--- config.mk ---
export PLATFORM = sky130hd
export DESIGN_NAME = arbitro_demux_n
export DESIGN_NICKNAME = d
export VERILOG_FILES = /design/src/rtl/arbitro_demux_n.sv
export SDC_FILE = /design/constraint.sdc
export NUM_CORES = 1
export LEC_CHECK = 0
export CORE_MARGIN = 1
export CORE_UTILIZATION = 40
export CTS_CLUSTER_DIAMETER = 100
export DETAILED_ROUTE_END_ITERATION = 8
export MAX_ROUTING_LAYER = met4
export PLACE_DENSITY_LB_ADDON = 0.08
export SYNTH_ARGS = -nofsm -noshare
export SYNTH_HDL_FRONTEND = slang
export SYNTH_SLANG_ARGS = --single-unit
export TNS_END_PERCENT = 30
--- constraint.sdc ---
create_clock -name clk -period 3.4 [get_ports clk]
set_input_delay 0.85 -clock clk [delete_from_list [all_inputs] [get_ports clk]]
set_output_delay 0.85 -clock clk [all_outputs]
set_load 0.05 [all_outputs]
--- src/rtl/arbitro_demux_n.sv ---
// 1-to-N demux with a per-channel FWFT FIFO and valid/ready upstream handshake.
// Define ARBITRO_DEMUX_ERR_EN to add err_dest and drop_cnt for out-of-range destinations.
module arbitro_demux_n #(
  parameter int unsigned WIDTH = 6,
  parameter int unsigned N     = 4,
  parameter int unsigned DEPTH = 4,
  parameter int unsigned DW    = 2
) (
  input  logic               clk,
  input  logic               reset,
  input  logic [WIDTH-1:0]   data_in,
  input  logic               valid_in,
  input  logic [DW-1:0]      destiny,
  output logic               ready_out,
  input  logic [N-1:0]       pop,
  output logic [N*WIDTH-1:0] data_out,
  output logic [N-1:0]       valid_out,
  output logic [N-1:0]       full,
  output logic [N-1:0]       empty
`ifdef ARBITRO_DEMUX_ERR_EN
  ,
  output logic               err_dest,
  output logic [7:0]         drop_cnt
`endif
);

  localparam int unsigned PW       = $clog2(DEPTH);
  localparam logic [DW:0] NUM_CH   = (DW+1)'(N);
  localparam logic [PW:0] FULL_CNT = (PW+1)'(DEPTH);

  logic         in_range;
  logic [N-1:0] dest_hit;
  logic [N-1:0] push;
  logic [N-1:0] pop_ok;

  // Out-of-range destinations hit no channel, so they are always accepted and dropped.
  always_comb begin
    in_range = ({1'b0, destiny} < NUM_CH);
    for (int i = 0; i < N; i++) begin
      dest_hit[i] = in_range && (destiny == DW'(i));
    end
    ready_out = ~|(dest_hit & full);
    push      = {N{valid_in}} & dest_hit & ~full;
    pop_ok    = pop & ~empty;
  end

  for (genvar g = 0; g < N; g++) begin : gen_ch
    logic [WIDTH-1:0] mem_q [DEPTH];
    logic [PW-1:0]    wr_ptr_q;
    logic [PW-1:0]    rd_ptr_q;
    logic [PW:0]      cnt_q;

    always_ff @(posedge clk) begin
      if (reset) begin
        wr_ptr_q <= '0;
        rd_ptr_q <= '0;
        cnt_q    <= '0;
      end else begin
        if (push[g]) wr_ptr_q <= wr_ptr_q + 1'b1;
        if (pop_ok[g]) rd_ptr_q <= rd_ptr_q + 1'b1;
        case ({push[g], pop_ok[g]})
          2'b10:   cnt_q <= cnt_q + 1'b1;
          2'b01:   cnt_q <= cnt_q - 1'b1;
          default: cnt_q <= cnt_q;
        endcase
      end
    end

    // Storage needs no reset: data_out is masked to zero while the channel is empty.
    always_ff @(posedge clk) begin
      if (!reset && push[g]) mem_q[wr_ptr_q] <= data_in;
    end

    assign full[g]                     = (cnt_q == FULL_CNT);
    assign empty[g]                    = (cnt_q == '0);
    assign valid_out[g]                = ~empty[g];
    assign data_out[g*WIDTH +: WIDTH]  = empty[g] ? '0 : mem_q[rd_ptr_q];
  end

`ifdef ARBITRO_DEMUX_ERR_EN
  logic oor_word;
  assign oor_word = valid_in && !in_range;

  always_ff @(posedge clk) begin
    if (reset) begin
      err_dest <= 1'b0;
      drop_cnt <= '0;
    end else if (oor_word) begin
      err_dest <= 1'b1;
      if (drop_cnt != 8'hFF) drop_cnt <= drop_cnt + 1'b1;
    end
  end
`endif

endmodule

## After elaboration in Yosys (flattened, before gate mapping)

Memories as Yosys holds them, arrays and structs flattened. A register that Yosys moved wholly into a read port is not among the register bits.
Index checks and enable logic that the tools add are counted.

- Reductions and logical operators: 16
- $add $sub $neg: 16
- Bitwise gates (word level): 10
- Equal/unequal tests: 15
- Mux-type cells: 24

Operators with widths:

| operator | number |
|---|---|
| 2-to-1 mux 6 bit | 4 |
| case mux 3 bit (2 select lines) | 4 |
| adder 2 x 1 -> 2 bit, second input constant | 8 |
| bitwise AND 4 bit | 4 |
| 2-to-1 mux 2 bit | 8 |
| adder 3 x 1 -> 3 bit, second input constant | 4 |
| equality test 2 bit, second input constant | 6 |
| equality test 3 bit, second input constant | 4 |
| zero test 3 bit | 4 |
| subtractor 3 x 1 -> 3 bit, second input constant | 4 |
| equality test 2 x 1 -> 1 bit, second input constant | 5 |
| 2-to-1 mux 1 bit | 8 |
| NOT 4 bit | 2 |
| nonzero test 2 bit | 4 |
| logical AND 1 bit | 4 |
| NOT 1 bit | 4 |
| OR reduction 4 bit | 1 |
| zero test 1 bit | 2 |
| zero test 2 bit | 1 |

- Memories: 4
- Bits of input ports: 15
- Output and inout port bits: 37
- Word-level logic and storage cells: 97
- Register bits: 28
- Memory bits (writable): 96

Memories:

| memory | words | width | rd ports | clocked after Yosys merged registers in | write ports | RTL line | RTL |
|---|---|---|---|---|---|---|---|
| gen_ch[0].mem_q | 4 | 6 | 1 | 1 | 1 | 48 | `logic [WIDTH-1:0] mem_q [DEPTH];` |
| gen_ch[1].mem_q | 4 | 6 | 1 | 1 | 1 | 48 |  |
| gen_ch[2].mem_q | 4 | 6 | 1 | 1 | 1 | 48 |  |
| gen_ch[3].mem_q | 4 | 6 | 1 | 1 | 1 | 48 |  |

## Depth between registers and ports, before layout

- Depth after elaboration: 6
- Depth in mapped cells: 10

## Worst setup path before layout

OpenSTA, ideal clock, no wires.

- Kind: reg-to-output
- Start point: register gen_ch[3].cnt_q[0]
- End point: output port valid_out[3]
- Data arrival time: 1.814 ns
- Setup slack: 0.736 ns
- Required time: 2.550 ns
- Cell stages (with the launch flop): 4
- Path through: dfxtp_1 -> buf_4 -> nor3_2 -> inv_1

- Cells in the longest elaborated chain, start to end: 2

Ends and longest elaborated chain:

| what | RTL line | RTL |
|---|---|---|
| from (decl) | 51 | `logic [PW:0] cnt_q;` |
| from (signal assigned) | 62 | `2'b10: cnt_q <= cnt_q + 1'b1;` |
| from (signal assigned) | 63 | `2'b01: cnt_q <= cnt_q - 1'b1;` |
| from (signal assigned) | 64 | `default: cnt_q <= cnt_q;` |
| zero test 3 bit | 75 | `assign empty[g] = (cnt_q == '0);` |
| net empty[3] | 19 | `output logic [N-1:0] empty` |
| NOT 1 bit | 76 | `assign valid_out[g] = ~empty[g];` |
| to (decl) | 17 | `output logic [N-1:0] valid_out,` |

The timed path passes the listed nets, and every way through them passes these cells.

==> flow_summary_export.csv <==
group,metric,value,unit
placed_design,gp_congestion,0.7145,
yosys,synth_ff_type,"edfxtp_1",
route,post_drt_wl_per_cell,16.18,um
layout,finalCoreUtilization,50.55,%
global_routing,use_met1,20.99,%
floorplan,num_io_pins,52,
power_and_ir_drop,powerDensity,812.7,nW/um^2
sta,finalCriticalPeriod,3.266,ns
worst_setup_path,path_cells,"mux4_2 -> nor2b_1 -> clkdlybuf4s50_1",
yosys,synth_edf_count,96,
worst_setup_path,cp.arrival,2.42,ns
layout,insertedDiodeCount,0,
sta,setup_viol,0,
sta,tns,0,ns
worst_setup_path,worstSetupPathType,"flip-flop to primary output",
layout,num-nets-final,478,
clock_network,htreeDepth,4,
worst_setup_path,end_kind,"primary output",
sta,rsz0062_at_grt,"false",
global_routing,grtUsageTotal,15.69,%
clock_network,post_cts_resized,0,
placed_design,placed_cells,600,
clock_network,clock_path_buffers,2,
worst_setup_path,crit_required,2.55,ns
floorplan,coreArea,13880,sq um
placed_design,numPortBuffers,51,
sta,tightest_slew,0.6578,ns
floorplan,die_h,121.1,um
power_and_ir_drop,p_sw,2000,uW
clock_network,hold_buffers,0,
route,drc,0,
route,ant_nets,0,
clock_network,cts_inserted_buffers,17,
worst_setup_path,worst-path-buf-inv,1,
worst_setup_path,cp_max_fo,6,
sta,relSlewSlack,55.90,%
power_and_ir_drop,swShare,35.07,%
worst_setup_path,cp-start-kind,"flip-flop",
floorplan,die_x,121.1,um
clock_network,cts_tree,"yes",
floorplan,dieArea,14670,sq um
route,dr.first_iter.drc_count,145,
yosys,synthArstFlopShare,0,%
sta,period_share,96.06,%
worst_setup_path,cpPeakStageDelay,0.70,ns
global_routing,grt_pass1_wl,16250,um
global_routing,busiest_layer,"met2",
clock_network,cts_num_sinks,132,
global_routing,antenna_found_initial,0,
clock_network,clk_pin_slew,0.06,ns
route,first_pass_iters,4,
power_and_ir_drop,comb_power_share,33.4,%
yosys,synth_seq_area_share,63.51,%
sta,maxClockFrequency,306.2,MHz
worst_setup_path,critPathTopFamily,"buffers and inverters",
route,wl,10230,um
layout,syn_to_final_growth,23.66,%
global_routing,grt_max_degree,25,
power_and_ir_drop,intPower,3702,uW
placed_design,dp_hpwl,7008,um
yosys,avgSynthCellArea,15.17,sq um
yosys,yosysWarnings,0,
global_routing,grt_util_met3,3.242,%
sta,finalHoldViolCount,0,
route,dr_total_vias,3052,
route,avgViaCountPerCell,4.829,
clock_network,cts-root-buf,"clkbuf_16",
worst_setup_path,slowest_stage,"clkdlybuf4s50_1",
clock_network,cts_setup_buffers,0,
floorplan,start_util,40.88,%
power_and_ir_drop,cellLeakagePower,0.002382,uW
sta,finalMaxSlewViolations,0,
layout,final_cell_count_no_fill,632,
yosys,synth_cell_types,31,
sta,finClkSkew,0.006355,ns
global_routing,met2_usage,23.39,%
power_and_ir_drop,p_seq_share,34.8,%
floorplan,std_cell_rows,43,
yosys,yosys_register_bits,132,
power_and_ir_drop,irDropWorstVdd,391.6,uV
global_routing,first_global_vias,3079,
worst_hold_path,hp-class,"flip-flop to flip-flop",
clock_network,clock_latency,0.41,ns
status,status,"finished clean",
layout,fillers,1199,
yosys,netlist_area,5674,sq um
yosys,synthCells,374,
layout,drive_gt1_share,17.92,%
power_and_ir_drop,clockPowerShare,31.8,%
global_routing,gr-total-overflow,0,
job,max_cap_violations,0,
yosys,synth_nets,413,
## final cells by class
| type | count | area, sq um | area share [%] |
|---|---|---|---|
| clock buffer | 22 | 518.0 | 7.382 |
| clock inverter | 10 | 91.34 | 1.302 |
| inverter | 33 | 123.9 | 1.765 |
| multi-input combinational | 199 | 1897 | 27.03 |
| sequential | 132 | 3603 | 51.36 |
| tap | 180 | 225.2 | 3.210 |
| timing repair buffer | 56 | 558.0 | 7.953 |
## synthesized netlist by cell type, types with 4 or more instances
master	n	area [sq um]
a21oi_1	14	70.07
and2_1	12	75.07
buf_2	7	35.03
dfxtp_1	36	720.7
edfxtp_1	96	2883
fa_1	4	80.08
ha_1	20	250.2
inv_1	32	120.1
mux4_2	25	563.0
nand2_1	5	18.77
nand2b_1	7	43.79
nor2_1	27	101.4
nor2b_1	22	137.6
nor3_2	6	60.06
nor3b_2	7	87.58
o21ai_0	10	50.05
o31ai_1	4	30.03
or3_1	9	56.30
xor2_1	12	105.1
## power groups by stage
stage / clock, uW / combinational [uW] / sequential (uW)
final: 1810 / 1900 / 1990
after global routing: 1910 / 2030 / 2020
after floorplan: 0 / 1400 / 1930
after global placement: 0 / 1910 / 2020
after CTS: 1840 / 1930 / 1990
after detailed placement: 0 / 1920 / 2030
## state kept, by name, summed over array words and instances (netlist names), named ones only
register,cells
gen_ch.mem_q,96
gen_ch.rd_ptr_q,8
gen_ch.cnt_q,12
gen_ch.wr_ptr_q,8
## kinds of logic after synthesis
logic type,count (synthesis),share of synthesized area (%)
buffers and inverters,43,3.065
DFF,132,63.51
and+or+nand+nor,104,12.06
AOI/OAI and AO/OA,28,2.646
xor gates and xnor gates,12,1.852
muxes,31,11.05
adders and majority gates,24,5.821
## worst register-to-register path: stages (launching register included)
cell and delay, ns:
dfxtp_1 0.40, nor3b_4 0.45, nor2_1 0.12, inv_1 0.08
ha_1 0.18, inv_1 0.06, fa_1 0.37, xor2_1 0.16
or3_1 0.30, a21oi_1 0.15
## through the flow
step	hold slack (ns)	total power, uW	worst slack [ns]	instance area [sq um]
floorplan	0.4591	3333	0.7364	5674
global placement	0.4718	3928	0.2650	6407
detailed placement	0.4884	3944	0.2182	6407
CTS	0.5026	5766	0.08410	7017
global route	0.5174	5956	0.01719	7017
finish	0.4988	5703	0.1341	7017
## path summary, 6_finish.rpt
kind                    startpoint                    end  slack, ns  depth (start not counted)
max                      flip-flop           data_out[14]       0.13                          3
min          gen_ch[0].rd_ptr_q[1]  gen_ch[0].rd_ptr_q[1]       0.50                          2
max reg2reg     gen_ch[3].cnt_q[2]     gen_ch[3].cnt_q[2]       1.07                          9
min reg2reg  gen_ch[0].rd_ptr_q[1]  gen_ch[0].rd_ptr_q[1]       0.50                          2
## routing by layer
layer / vias to the layer above / routed length, um / share of wire, %
met5: - / 0 / 0
met4: 0 / 161 / 1.6
met3: 12 / 248 / 2.4
met2: 55 / 4756 / 47
met1: 1503 / 5060 / 49
li1: 1482 / - / -
## cell usage in the layout (no fill, tap or decap)
| cell | n |
|---|---|
| edfxtp_1 | 96 |
| clkdlybuf4s50_1 | 50 |
| dfxtp_1 | 36 |
| inv_1 | 32 |
| nor2_1 | 27 |
| mux4_2 | 25 |
| nor2b_1 | 22 |
| ha_1 | 20 |
| clkbuf_16 | 20 |
| a21oi_1 | 14 |
| and2_1 | 12 |
| xor2_1 | 12 |
| o21ai_0 | 10 |
| or3_1 | 9 |
| nor3b_2 | 7 |
| nand2b_1 | 7 |
| nor3_2 | 6 |
| nand2_1 | 5 |
| buf_4 | 5 |
| o31ai_1 | 4 |
| fa_1 | 4 |
| mux2_1 | 3 |
| mux2i_1 | 3 |
| clkinvlp_4 | 3 |
| clkinv_2 | 3 |
| nor3b_4 | 2 |
| and2b_1 | 2 |
| clkinv_4 | 2 |
| nand3_2 | 1 |
| nor3_1 | 1 |
| nor4b_2 | 1 |
| nor4_2 | 1 |
| inv_2 | 1 |
| or3b_1 | 1 |
| clkbuf_8 | 1 |
| inv_4 | 1 |
| bufinv_16 | 1 |
| clkbuf_1 | 1 |
| buf_12 | 1 |
(Power assumes the default switching activity.)
